**src/rtl/pong_pkg.sv**
```systemverilog
// Shared definitions for the pong hit judge: FSM state encoding, default
// sizing parameters and the serve/winner direction constants.
package pong_pkg;

    typedef enum logic [1:0] {
        IDLE  = 2'd0,
        RALLY = 2'd1,
        SERVE = 2'd2,
        OVER  = 2'd3
    } state_t;

    localparam int unsigned WIN_SCORE_DEF = 7;
    localparam int unsigned LED_W_DEF     = 8;
    localparam int unsigned SCORE_W       = 4;

    // Direction / player identity: 0 = left, 1 = right.
    localparam logic DIR_LEFT  = 1'b0;
    localparam logic DIR_RIGHT = 1'b1;

endpackage

```
**src/rtl/pong_hit_judge_if.sv**
```systemverilog
// Signal bundle between the pong game fabric and the hit judge.
//   master : the surrounding fabric (clock divider, pattern generator,
//            button synchronizers, score display) - drives Tick, Ball,
//            BtnL, BtnR, Begin and observes the judge outputs.
//   slave  : the hit judge itself.
// Outputs of the judge: HitL/HitR return pulses, Serve/ServeDir launch,
// ScoreL/ScoreR, PointL/PointR pulses, GameOver/Winner, State (debug).
interface pong_hit_judge_if
    import pong_pkg::*;
#(
    parameter int unsigned LED_W = LED_W_DEF
);

    logic               Tick;
    logic [LED_W-1:0]   Ball;
    logic               BtnL;
    logic               BtnR;
    logic               Begin;

    logic               HitL;
    logic               HitR;
    logic               Serve;
    logic               ServeDir;
    logic [SCORE_W-1:0] ScoreL;
    logic [SCORE_W-1:0] ScoreR;
    logic               PointL;
    logic               PointR;
    logic               GameOver;
    logic               Winner;
    logic [1:0]         State;

    modport master (
        output Tick, Ball, BtnL, BtnR, Begin,
        input  HitL, HitR, Serve, ServeDir, ScoreL, ScoreR,
               PointL, PointR, GameOver, Winner, State
    );

    modport slave (
        input  Tick, Ball, BtnL, BtnR, Begin,
        output HitL, HitR, Serve, ServeDir, ScoreL, ScoreR,
               PointL, PointR, GameOver, Winner, State
    );

endinterface

```
**src/rtl/pong_score_counter.sv**
```systemverilog
// Per-player score counter: 4-bit, synchronous active-high reset,
// increments on inc and saturates at LIMIT.
//   clk, rst : clock and synchronous reset
//   inc      : point awarded this cycle
//   count    : current score
//   reach    : this increment brings the score to LIMIT (same cycle as inc)
module pong_score_counter
    import pong_pkg::*;
#(
    parameter logic [SCORE_W-1:0] LIMIT = SCORE_W'(WIN_SCORE_DEF)
) (
    input  logic               clk,
    input  logic               rst,
    input  logic               inc,
    output logic [SCORE_W-1:0] count,
    output logic               reach
);

    localparam logic [SCORE_W-1:0] LAST = LIMIT - SCORE_W'(1);

    assign reach = inc && (count == LAST);

    always_ff @(posedge clk) begin
        if (rst) begin
            count <= '0;
        end else if (inc && (count < LIMIT)) begin
            count <= count + SCORE_W'(1);
        end
    end

endmodule

```
**src/rtl/pong_hit_judge.sv**
```systemverilog
// Pong referee: decides hits and misses from the ball position and the
// players' button pulses, runs the serve/rally/game-over FSM and keeps the
// scores. All outputs are registered (one cycle after the deciding input).
//   Clk, Rst : clock, synchronous active-high reset
//   bus      : slave side of pong_hit_judge_if
//              in : Tick, Ball (one-hot, MSB = left end), BtnL, BtnR, Begin
//              out: HitL, HitR, Serve, ServeDir, ScoreL, ScoreR,
//                   PointL, PointR, GameOver, Winner, State
module pong_hit_judge
    import pong_pkg::*;
#(
    parameter int unsigned WIN_SCORE = WIN_SCORE_DEF,
    parameter int unsigned LED_W     = LED_W_DEF
) (
    input  logic            Clk,
    input  logic            Rst,
    pong_hit_judge_if.slave bus
);

    localparam logic [SCORE_W-1:0] WIN_LIMIT = SCORE_W'(WIN_SCORE);

    state_t state;
    state_t state_next;

    logic hitflag_l, hitflag_r;
    logic hitflag_l_d, hitflag_r_d;
    logic serve_hold;
    logic last_winner, last_winner_d;

    logic ball_ok, judging, at_left, at_right;
    logic hit_l, hit_r, miss_l, miss_r;
    logic win_l, win_r;
    logic serve_evt;

    logic hit_l_q, hit_r_q, point_l_q, point_r_q, serve_q, serve_dir_q;
    logic game_over_q, winner_q;
    logic serve_dir_d, game_over_d, winner_d;

    logic [SCORE_W-1:0] score_l, score_r;

    // ---------------------------------------------------------------
    // Hit / miss detection (only in RALLY with a clean one-hot ball)
    // ---------------------------------------------------------------
    always_comb begin
        ball_ok  = $onehot(bus.Ball);
        judging  = (state == RALLY) && ball_ok;
        at_left  = bus.Ball[LED_W-1];
        at_right = bus.Ball[0];

        hit_l  = judging && bus.BtnL && at_left  && !hitflag_l;
        hit_r  = judging && bus.BtnR && at_right && !hitflag_r;
        // A press landing on the same Tick wins over the miss.
        miss_l = judging && bus.Tick && at_left  && !hitflag_l && !hit_l;
        miss_r = judging && bus.Tick && at_right && !hitflag_r && !hit_r;
    end

    // Left player scores when the right end is missed, and vice versa.
    pong_score_counter #(.LIMIT(WIN_LIMIT)) u_score_l (
        .clk   (Clk),
        .rst   (Rst),
        .inc   (miss_r),
        .count (score_l),
        .reach (win_l)
    );

    pong_score_counter #(.LIMIT(WIN_LIMIT)) u_score_r (
        .clk   (Clk),
        .rst   (Rst),
        .inc   (miss_l),
        .count (score_r),
        .reach (win_r)
    );

    // ---------------------------------------------------------------
    // FSM: state register
    // ---------------------------------------------------------------
    always_ff @(posedge Clk) begin
        if (Rst) begin
            state <= IDLE;
        end else begin
            state <= state_next;
        end
    end

    // ---------------------------------------------------------------
    // FSM: next state
    // ---------------------------------------------------------------
    always_comb begin
        state_next = state;
        unique case (state)
            IDLE: begin
                if (bus.Begin) state_next = RALLY;
            end
            RALLY: begin
                if (win_l || win_r)        state_next = OVER;
                else if (miss_l || miss_r) state_next = SERVE;
            end
            SERVE: begin
                if (bus.Begin && !serve_hold) state_next = RALLY;
            end
            OVER: begin
                state_next = OVER;
            end
        endcase
    end

    // ---------------------------------------------------------------
    // FSM: outputs (next values of the registered outputs)
    // ---------------------------------------------------------------
    always_comb begin
        serve_evt     = 1'b0;
        serve_dir_d   = serve_dir_q;
        last_winner_d = last_winner;
        game_over_d   = game_over_q;
        winner_d      = winner_q;

        unique case (state)
            IDLE: begin
                if (bus.Begin) begin
                    serve_evt   = 1'b1;
                    serve_dir_d = DIR_RIGHT;
                end
            end
            RALLY: begin
                if (miss_r) last_winner_d = DIR_LEFT;
                if (miss_l) last_winner_d = DIR_RIGHT;
                if (win_l) begin
                    game_over_d = 1'b1;
                    winner_d    = DIR_LEFT;
                end
                if (win_r) begin
                    game_over_d = 1'b1;
                    winner_d    = DIR_RIGHT;
                end
            end
            SERVE: begin
                if (bus.Begin && !serve_hold) begin
                    serve_evt   = 1'b1;
                    serve_dir_d = last_winner;
                end
            end
            OVER: begin
            end
        endcase

        // Tick clears the flag after the miss check; a hit in that same
        // cycle re-arms it so a held button cannot score twice.
        hitflag_l_d = hitflag_l;
        hitflag_r_d = hitflag_r;
        if (bus.Tick) begin
            hitflag_l_d = 1'b0;
            hitflag_r_d = 1'b0;
        end
        if (hit_l) hitflag_l_d = 1'b1;
        if (hit_r) hitflag_r_d = 1'b1;
    end

    always_ff @(posedge Clk) begin
        if (Rst) begin
            hit_l_q     <= 1'b0;
            hit_r_q     <= 1'b0;
            point_l_q   <= 1'b0;
            point_r_q   <= 1'b0;
            serve_q     <= 1'b0;
            serve_dir_q <= DIR_RIGHT;
            game_over_q <= 1'b0;
            winner_q    <= DIR_LEFT;
            hitflag_l   <= 1'b0;
            hitflag_r   <= 1'b0;
            last_winner <= DIR_RIGHT;
            serve_hold  <= 1'b1;
        end else begin
            hit_l_q     <= hit_l;
            hit_r_q     <= hit_r;
            point_l_q   <= miss_r;
            point_r_q   <= miss_l;
            serve_q     <= serve_evt;
            serve_dir_q <= serve_dir_d;
            game_over_q <= game_over_d;
            winner_q    <= winner_d;
            hitflag_l   <= hitflag_l_d;
            hitflag_r   <= hitflag_r_d;
            last_winner <= last_winner_d;
            // High during the first cycle spent in SERVE, masking Begin.
            serve_hold  <= (state != SERVE);
        end
    end

    assign bus.HitL     = hit_l_q;
    assign bus.HitR     = hit_r_q;
    assign bus.PointL   = point_l_q;
    assign bus.PointR   = point_r_q;
    assign bus.Serve    = serve_q;
    assign bus.ServeDir = serve_dir_q;
    assign bus.GameOver = game_over_q;
    assign bus.Winner   = winner_q;
    assign bus.ScoreL   = score_l;
    assign bus.ScoreR   = score_r;
    assign bus.State    = state;

endmodule

```
**src/flat_wrapper.sv**
```systemverilog
// flat-port wrapper written by rule: the top's interface ports become plain ports
module pong_hit_judge_flat import pong_pkg::*;
#(
    parameter int unsigned WIN_SCORE = WIN_SCORE_DEF,
    parameter int unsigned LED_W     = LED_W_DEF
)
  (Clk, Rst, bus_Tick, bus_Ball, bus_BtnL, bus_BtnR, bus_Begin, bus_HitL, bus_HitR, bus_Serve, bus_ServeDir, bus_ScoreL, bus_ScoreR, bus_PointL, bus_PointR, bus_GameOver, bus_Winner, bus_State);
  pong_hit_judge_if #(.LED_W(LED_W)) bus_i ();
  input  logic Clk;
  input  logic Rst;
  input wire logic [$bits(bus_i.Tick)-1:0] bus_Tick;
  input wire logic [$bits(bus_i.Ball)-1:0] bus_Ball;
  input wire logic [$bits(bus_i.BtnL)-1:0] bus_BtnL;
  input wire logic [$bits(bus_i.BtnR)-1:0] bus_BtnR;
  input wire logic [$bits(bus_i.Begin)-1:0] bus_Begin;
  output wire logic [$bits(bus_i.HitL)-1:0] bus_HitL;
  output wire logic [$bits(bus_i.HitR)-1:0] bus_HitR;
  output wire logic [$bits(bus_i.Serve)-1:0] bus_Serve;
  output wire logic [$bits(bus_i.ServeDir)-1:0] bus_ServeDir;
  output wire logic [$bits(bus_i.ScoreL)-1:0] bus_ScoreL;
  output wire logic [$bits(bus_i.ScoreR)-1:0] bus_ScoreR;
  output wire logic [$bits(bus_i.PointL)-1:0] bus_PointL;
  output wire logic [$bits(bus_i.PointR)-1:0] bus_PointR;
  output wire logic [$bits(bus_i.GameOver)-1:0] bus_GameOver;
  output wire logic [$bits(bus_i.Winner)-1:0] bus_Winner;
  output wire logic [$bits(bus_i.State)-1:0] bus_State;
  assign bus_i.Tick = bus_Tick;
  assign bus_i.Ball = bus_Ball;
  assign bus_i.BtnL = bus_BtnL;
  assign bus_i.BtnR = bus_BtnR;
  assign bus_i.Begin = bus_Begin;
  assign bus_HitL = bus_i.HitL;
  assign bus_HitR = bus_i.HitR;
  assign bus_Serve = bus_i.Serve;
  assign bus_ServeDir = bus_i.ServeDir;
  assign bus_ScoreL = bus_i.ScoreL;
  assign bus_ScoreR = bus_i.ScoreR;
  assign bus_PointL = bus_i.PointL;
  assign bus_PointR = bus_i.PointR;
  assign bus_GameOver = bus_i.GameOver;
  assign bus_Winner = bus_i.Winner;
  assign bus_State = bus_i.State;
  pong_hit_judge #(.WIN_SCORE(WIN_SCORE), .LED_W(LED_W)) u_core (.Clk(Clk), .Rst(Rst), .bus(bus_i));
endmodule
```
**config.mk**
```make
export PLATFORM = sky130hd
export DESIGN_NAME = pong_hit_judge_flat
export DESIGN_NICKNAME = d
export VERILOG_FILES = /design/src/rtl/pong_pkg.sv /design/src/rtl/pong_hit_judge_if.sv /design/src/rtl/pong_score_counter.sv /design/src/rtl/pong_hit_judge.sv /design/src/flat_wrapper.sv
export SDC_FILE = /design/constraint.sdc
export NUM_CORES = 1
export LEC_CHECK = 0
export BUFFER_PORTS_ARGS = -buffer_cell sky130_fd_sc_hd__buf_2
export CORE_UTILIZATION = 35
export CTS_CLUSTER_SIZE = 14
export DETAILED_ROUTE_END_ITERATION = 8
export GPL_TIMING_DRIVEN = 0
export SYNTH_ARGS = -nofsm -noshare
export SYNTH_HDL_FRONTEND = slang
export SYNTH_SLANG_ARGS = --single-unit
export TNS_END_PERCENT = 1
```
**constraint.sdc**
```tcl
create_clock -name Clk -period 4.9 [get_ports Clk]
set_clock_uncertainty 0.05 [all_clocks]
set_input_delay 0.98 -clock Clk [delete_from_list [all_inputs] [get_ports Clk]]
set_output_delay 0.98 -clock Clk [all_outputs]
set_load 0.03 [all_outputs]
```
[Yosys cells after proc, flatten, opt, wreduce, memory -nomap -nowiden]
Cells that the tools add are included.
Storage, ports and cells
  register bits: 22
  input port bits: 14
  output and inout port bits: 18
  word-level logic and storage cells: 92
Operators by class
  add/subtract/negate cells: 9
  order comparisons: 2
  equality and inequality tests: 10
  multiplexer cells: 20
  reductions and logical operators: 36
Operators by type and width (number)
  1-bit logical AND: 19
  1-bit two-way mux: 13
  4-bit adder: 3
  2-bit nonzero test: 5
  1-bit by 1-bit adder with 2-bit output: 4
  4-bit by 1-bit adder with 4-bit output, second input constant: 2
  4-bit by 3-bit equality test with 1-bit output, second input constant: 2
  4-bit by 3-bit less-than comparator with 1-bit output, second input constant: 2
  2-bit two-way mux: 4
  2-bit one-hot mux with 4 select lines: 1
  3-bit AND reduction: 2
  1-bit logical NOT: 5
  2-bit equality test, second input constant: 2
  4-bit by 1-bit equality test with 1-bit output, second input constant: 1
  2-bit != test, second input constant: 2
  1-bit one-hot mux with 2 select lines: 2
  2-bit AND reduction: 2
  3-bit != test, second input constant: 1
  2-bit by 1-bit equality test with 1-bit output, second input constant: 1
  2-bit logical NOT: 1
  1-bit logical OR: 2
  2-bit by 1-bit != test with 1-bit output, second input constant: 1

[Depth between registers and ports, before layout]
Gate-level depths: netlist of the first run.
  word-level depth: 14
  mapped depth: 10

[Cells and area by module]
Synthesis of the first run repeated with hierarchy kept, for this count alone.
Unflattened totals
  cell total of the unflattened synthesis: 122
  area, all modules: 1134.8 µm²
By module, submodules not included
  pong_hit_judge: instances 1, cells each 78, area each 726.9 µm², seq. area each 280.3 µm²
  pong_score_counter: instances 2, cells each 22, area each 203.9 µm², seq. area each 80.1 µm²

[Worst setup path before layout of the first run]
OpenSTA, ideal clock, no wires.
  path type: input to register
  start point: input bus_Ball[0]
  end point: register u_core.u_score_l.count[3]
  arrival time: 3.974 ns
  path slack: 0.788 ns
  stages on the path: 10
  cells stage by stage: ha_1 > fa_1 > inv_1 > fa_1 > inv_1 > ha_1 > fa_1 > or3b_1 > or3_4 > o32ai_2
Between the ends
  word-level cells in the longest chain between the ends: 11
  elaborated cells on any way between the ends: 14
  those cells by class: 3 x add/sub; 1 x eq/ne; 10 x reduce/logical
RTL lines
  from (decl): RTL line flat_wrapper.sv:12  | input wire logic [$bits(bus_i.Ball)-1:0] bus_Ball;
  1-bit by 1-bit adder with 2-bit output (not written as such): RTL line pong_hit_judge.sv:45  | ball_ok = $onehot(bus.Ball);
  4-bit adder (not written as such) (2 in series): RTL line pong_hit_judge.sv:45
  4-bit by 1-bit equality test with 1-bit output: RTL line pong_hit_judge.sv:45
  1-bit logical AND: RTL line pong_hit_judge.sv:46  | judging = (state == RALLY) && ball_ok;
  1-bit logical AND (3 in series): RTL line pong_hit_judge.sv:51  | hit_r = judging && bus.BtnR && at_right && !hitflag_r;
  1-bit logical NOT: RTL line pong_hit_judge.sv:54  | miss_r = judging && bus.Tick && at_right && !hitflag_r && !hit_r;
  1-bit logical AND *: RTL line pong_hit_judge.sv:54
  1-bit logical AND *: RTL line pong_score_counter.sv:26  | end else if (inc && (count < LIMIT)) begin
  to (signal assigned): RTL line pong_score_counter.sv:27  | count <= count + SCORE_W'(1);
  to (decl): RTL line pong_score_counter.sv:15  | output logic [SCORE_W-1:0] count,
Every way passes the cells marked *; elsewhere a longest branch is shown, timed or not.
A chain may end at the register's enable or synchronous reset.

[Worst setup path in the final report of the first run]
  start point: input bus_Ball[0]
  end point: register u_core.u_score_r.count[1]
Between the ends
  word-level cells in the longest chain between the ends: 11
  elaborated cells on any way between the ends: 14
  those cells by class: 3 x add/sub; 1 x eq/ne; 10 x reduce/logical
RTL lines
  1-bit by 1-bit adder with 2-bit output (not written as such) *: RTL line pong_hit_judge.sv:45
  4-bit adder (not written as such) * (2 in series): RTL line pong_hit_judge.sv:45
  4-bit by 1-bit equality test with 1-bit output *: RTL line pong_hit_judge.sv:45
  1-bit logical AND *: RTL line pong_hit_judge.sv:46
  1-bit logical AND (3 in series): RTL line pong_hit_judge.sv:50  | hit_l = judging && bus.BtnL && at_left && !hitflag_l;
  1-bit logical NOT: RTL line pong_hit_judge.sv:53  | miss_l = judging && bus.Tick && at_left && !hitflag_l && !hit_l;
  1-bit logical AND *: RTL line pong_hit_judge.sv:53
  1-bit logical AND *: RTL line pong_score_counter.sv:26
  to (signal assigned): RTL line pong_score_counter.sv:27
  to (decl): RTL line pong_score_counter.sv:15
Marks and branches as above.

==> results of run 1 <==
-- report_power, final --
| part | internal, mW | switching (mW) | total, mW | leakage (nW) |
|---|---|---|---|---|
| clock | 0.0287 | 0.0512 | 0.0799 | 0.0138 |
| combinational | 0.0350 | 0.0539 | 0.0889 | 0.462 |
| sequential | 0.182 | 0.00274 | 0.184 | 0.178 |
| total | 0.245 | 0.108 | 0.353 | 0.654 |
-- Yosys cell counts (all sizes together), types with 3 or more instances --
| library cell | count |
|---|---|
| a21oi | 5 |
| clkbuf | 3 |
| dfxtp | 22 |
| fa | 4 |
| ha | 10 |
| inv | 13 |
| mux2 | 4 |
| nand2 | 6 |
| nand2b | 4 |
| nand4 | 4 |
| nor2 | 14 |
| nor2b | 3 |
| nor3b | 3 |
| or3b | 3 |
-- through the flow --
step / instance area (um2) / hold WS (ns) / setup slack [ns]
2_1_floorplan: 1237 / 0.4067 / 0.7878
3_3_place_gp: 1445 / 0.3793 / 0.5005
3_5_place_dp: 1445 / 0.4047 / 0.4452
4_1_cts: 1468 / 0.4338 / 0.7720
5_1_grt: 1468 / 0.4637 / 0.6322
6_report: 1468 / 0.4252 / 0.7977
-- final timing paths --
| kind | slack, ns | cells after the start | endpoint | start |
|---|---|---|---|---|
| setup / recovery | 0.80 | 11 | u_core.u_score_r.count[1]$_SDFFE_PP0P_ | bus_Ball[0] |
| hold / removal | 0.43 | 1 | u_core.serve_hold$_SDFF_PP1_ | u_core.bus.State[1]$_SDFFE_PP0P_ |
| setup reg to reg | 3.32 | 4 | u_core.u_score_r.count[1]$_SDFFE_PP0P_ | u_core.bus.State[0]$_SDFFE_PP0P_ |
| hold reg to reg | 0.43 | 1 | u_core.serve_hold$_SDFF_PP1_ | u_core.bus.State[1]$_SDFFE_PP0P_ |
-- metal layers --
metal,up-vias,track usage (%)
met5,-,0
met4,0,2.857
met3,2,4.412
met2,29,29.04
met1,501,19.10
li1,526,-
-- critical path, delay by kind of cell --
family / cells / cell delay [ns]
buf+inv: 3 / 0.23
simple gates: 2 / 0.69
fa+ha+maj: 5 / 1.98
mux: 1 / 0.36
-- cell type report --
type                            count  area [um2]  share of cell area, %
Sequential cell                    22       440.4                  30.01
Buffer                              4       16.27                  1.108
Clock buffer                        3       22.52                  1.535
Multi-Input combinational cell     90       732.0                  49.87
Inverter                           13       48.80                  3.325
Tap cell                           46       57.56                  3.922
Timing Repair Buffer               30       150.1                  10.23
-- kinds of logic (layout without fill, tap and decap cells) --
kind of cell	after synthesis	count (layout)	synth area share, %
AO/OA/AOI/OAI	19	19	12.13
AND/OR/NAND/NOR	53	53	26.79
adder cells (fa/ha/maj)	14	14	16.58
flip-flops	22	22	35.59
buffers and inverters	17	50	5.258
multiplexers	4	4	3.640
==> out/metrics.csv, run 1 <==
metric,value,unit
status,"complete, no violations",
Tot Pwr,0.3532,mW
Clock Latency Late Sink,0.30,ns
Synth area leader,dfxtp_1,
# hold bufs at CTS,0,
largest net degree at the start of global routing,12,
vias in the first global route,1015,
RSZ-0062 raised after global routing,false,
PostCTS Resize Cnt,0,
Max-Cap Viols,0,
Initial DRT Pass Iterations,4,
syn_nets,157,
Final min period,4.102,ns
CP Data Arrival Time,4.25,ns
share of cells above drive strength 1,24.69,%
"Slew Viols, Final",0,
htree depth,1,
met1 WL,1158,um
die area,0.003777,mm2
crit-path max cell delay,0.54,ns
Max clock buf depth,2,
Antenna Violating Nets Remaining,0,
Post-Syn Area,0.001237,mm2
Slew @ Worst Pin,0.5071,ns
warnings from Yosys,0,
Clock Tree Root,clkbuf_4,
clk slew on worst S/H paths,0.11,ns
gr ovfl total,0,
ant diodes,0,
cells along the critical path,"buf_2, ha_1, fa_1, inv_1, fa_1, inv_1, ha_1, fa_1, nor3b_2, nand4_1, mux2_1",
WL per Instance,12.73,um
maximum clock rate,0.2438,GHz
worst hold path class,flip-flop to flip-flop,
"top cells by area, synth","dfxtp_1, ha_1, fa_1",
Non-Filler Instances,208,
# clock sinks,22,
Async SR Flop Fraction,0,%
share of the synthesized area in the top cell type,35.59,%
Setup crit end kind,flip-flop,
Total GRT Usage,16.02,%
cts bufs inserted,3,
initial DRC count,40,
Detail Route met2 WL,1303,um
final setup violation count,0,
most frequent CP cell,fa_1,
die span in x,61.46,um
Vias/cell,5.087,
utilization after layout,43.64,%
Post-synth EDFFs,0,
Synth Area per Inst,9.593,um2
fillers,368,
Initial Utilization,36.79,%
Post-Syn Instances,129,
Peak VDD IR,0.1920,mV
Yosys cell types,39,
antenna violations before repair,0,
final wirelength,2648,um
top layer in use,met4,
Sum Neg Setup Slack,0,ns
Max-slew headroom,66.12,%
first-pass GRT wire length,4416,um
Max Fanout on Critical Path,7,
final hold viol count,0,
via count,1058,
DRC viols,0,
Core Region,0.003363,mm2
most frequent cells in the layout,"buf_2, dfxtp_1, nor2_1, inv_1, ha_1",
met3 wire length,172,um
Worst path slowest cell,fa_1,
register bit total from synthesis,22,
Leakage,0.6539,nW
Post-DP HPWL,2116,um
"most common cell after layout, fill and taps aside",buf_2,
I/O Pins,32,
NumNets Final,192,
port bufs,30,
Final period util,83.72,%
CP Launch Type,primary input,
"Top FF cell, synth",dfxtp_1,
Site Rows,21,
post-CTS setup repair buffer count,0,
Placer Congestion,0.7451,
kind of critical path,primary input to flip-flop,
CP required,5.05,ns
Die Y,61.46,um
register area share after synthesis,35.59,%
Synth-to-Final Area Change,18.60,%
placed instance count,205,
PwrDens,240.7,mW/mm2
CTS tree,done,
No activity file was read; power rests on OpenSTA's default activity.
==> inputs of run 2 (changes only) <==
==> constraint.sdc (replaced) <==
create_clock -name Clk -period 3.8 [get_ports Clk]
set_clock_uncertainty 0.05 [all_clocks]
set_input_delay 0.76 -clock Clk [delete_from_list [all_inputs] [get_ports Clk]]
set_output_delay 0.76 -clock Clk [all_outputs]
set_load 0.03 [all_outputs]
==> out/metrics.csv, run 2 (synthesis gave the netlist of run 1 again) <==
metric,value,unit,change
initial DRC count,17,,-57%
Max clock buf depth,2,,unchanged
CTS tree,done,,
"most common cell after layout, fill and taps aside",buf_2,,
maximum clock rate,0.2704,GHz,
fillers,369,,+0.27%
Peak VDD IR,0.1190,mV,-38%
WL per Instance,12.78,um,+0.42%
met3 wire length,122,um,-29%
Initial Utilization,36.79,%,unchanged
Final period util,97.33,%,
# hold bufs at CTS,0,,unchanged
Vias/cell,5.135,,+0.95%
hold_sp,u_core.bus.State[1]$_SDFFE_PP0P_,,
Setup crit end kind,flip-flop,,
CP Buf/Inv Count,3,,unchanged
Max-Cap Viols,0,,unchanged
post-CTS setup repair buffer count,0,,unchanged
Placer Congestion,0.8034,,+7.8%
cts bufs inserted,3,,unchanged
kind of critical path,primary input to flip-flop,,
I/O Pins,32,,unchanged
Leakage,0.6485,nW,-0.83%
placed instance count,205,,unchanged
PostCTS Resize Cnt,0,,unchanged
final wirelength,2659,um,+0.42%
Tot Pwr,0.4734,mW,+34%
crit path launch,bus_Ball[7],,
die area,0.003777,mm2,unchanged
Non-Filler Instances,208,,unchanged
clk slew on worst S/H paths,0.11,ns,about the same
Clock Tree Root,clkbuf_4,,
share of cells above drive strength 1,29.01,%,+4.3 points
utilization after layout,44.57,%,+0.93 points
"Slew Viols, Final",0,,unchanged
Synth-to-Final Area Change,21.13,%,
CP Data Arrival Time,3.87,ns,-0.38 ns
NumNets Final,192,,unchanged
Min Hold Slack,0.4104,ns,-0.01484 ns
setup ws final,0.1016,ns,-0.6961 ns
Top delay family on crit path,adder cells,,
final hold viol count,0,,unchanged
met1 WL,1246,um,+7.6%
PwrDens,315.8,mW/mm2,+31%
CP required,3.97,ns,-1.08 ns
Site Rows,21,,unchanged
placed cell area,0.001465,mm2,+1.4%
crit-path max cell delay,0.53,ns,about the same
Post-DP HPWL,2123,um,+0.31%
CP Launch Type,primary input,,
gr ovfl total,0,,unchanged
Total GRT Usage,15.45,%,-0.57 points
final setup violation count,0,,unchanged
pre-CTS WS,-0.2676,ns,-0.7128 ns
Worst path slowest cell,fa_1,,
RSZ-0062 raised after global routing,false,,
vias in the first global route,958,,-5.6%
Antenna Violating Nets Remaining,0,,unchanged
Detail Route met2 WL,1258,um,-3.5%
worst hold path class,flip-flop to flip-flop,,
DRC viols,0,,unchanged
first-pass GRT wire length,4188,um,-5.2%
die span in x,61.46,um,unchanged
Sum Neg Setup Slack,0,ns,unchanged
Max Fanout on Critical Path,5,,-2
Final min period,3.698,ns,
Initial DRT Pass Iterations,4,,unchanged
antenna violations before repair,0,,unchanged
largest net degree at the start of global routing,12,,unchanged
R2R Path Start,u_core.bus.State[0]$_SDFFE_PP0P_,,
Clock Latency Late Sink,0.31,ns,about the same
# clock sinks,22,,unchanged
htree depth,1,,unchanged
cells along the critical path,"buf_2, ha_4, fa_1, inv_1, fa_1, inv_1, ha_2, fa_2, or3b_4, or3_4, o32ai_2",,
port bufs,30,,unchanged
Max-slew headroom,67.16,%,+1.0 points
final instance area,0.001499,mm2,+2.1%
Die Y,61.46,um,unchanged
Core Region,0.003363,mm2,unchanged
status,"complete, no violations",,
Slew @ Worst Pin,0.4926,ns,-0.01454 ns
ant diodes,0,,unchanged
via count,1068,,+0.95%
most frequent cells in the layout,"buf_2, dfxtp_1, nor2_1, inv_1, ha_1",,
top layer in use,met4,,
## run 2: where the power goes
| group | internal [mW] | switching [mW] |
|---|---|---|
| clock | 0.0370 | 0.0695 |
| combinational | 0.0539 | 0.0751 |
| sequential | 0.234 | 0.00351 |
| total | 0.325 | 0.148 |
## run 2: area by class of cell
cell class / count / area (um2) / area share (%)
Inverter: 13 / 48.80 / 3.255
Timing Repair Buffer: 30 / 150.1 / 10.02
Clock buffer: 3 / 22.52 / 1.503
Sequential cell: 22 / 440.4 / 29.38
Multi-Input combinational cell: 90 / 763.2 / 50.92
Buffer: 4 / 16.27 / 1.085
Tap cell: 46 / 57.56 / 3.840
## run 2: worst paths after layout
path	end	slack, ns	depth (start not counted)
worst min register to register	u_core.serve_hold$_SDFF_PP1_	0.41	1
worst max-delay path	u_core.u_score_l.count[3]$_SDFFE_PP0P_	0.10	11
worst max register to register	u_core.u_score_l.count[1]$_SDFFE_PP0P_	2.20	4
worst min-delay path	u_core.serve_hold$_SDFF_PP1_	0.41	1
## run 2: metal layers
| metal | vias up | track usage (%) |
|---|---|---|
| met5 | - | 0 |
| met4 | 0 | 6.667 |
| li1 | 524 | - |
| met2 | 25 | 26.09 |
| met3 | 4 | 2.311 |
| met1 | 515 | 19.62 |
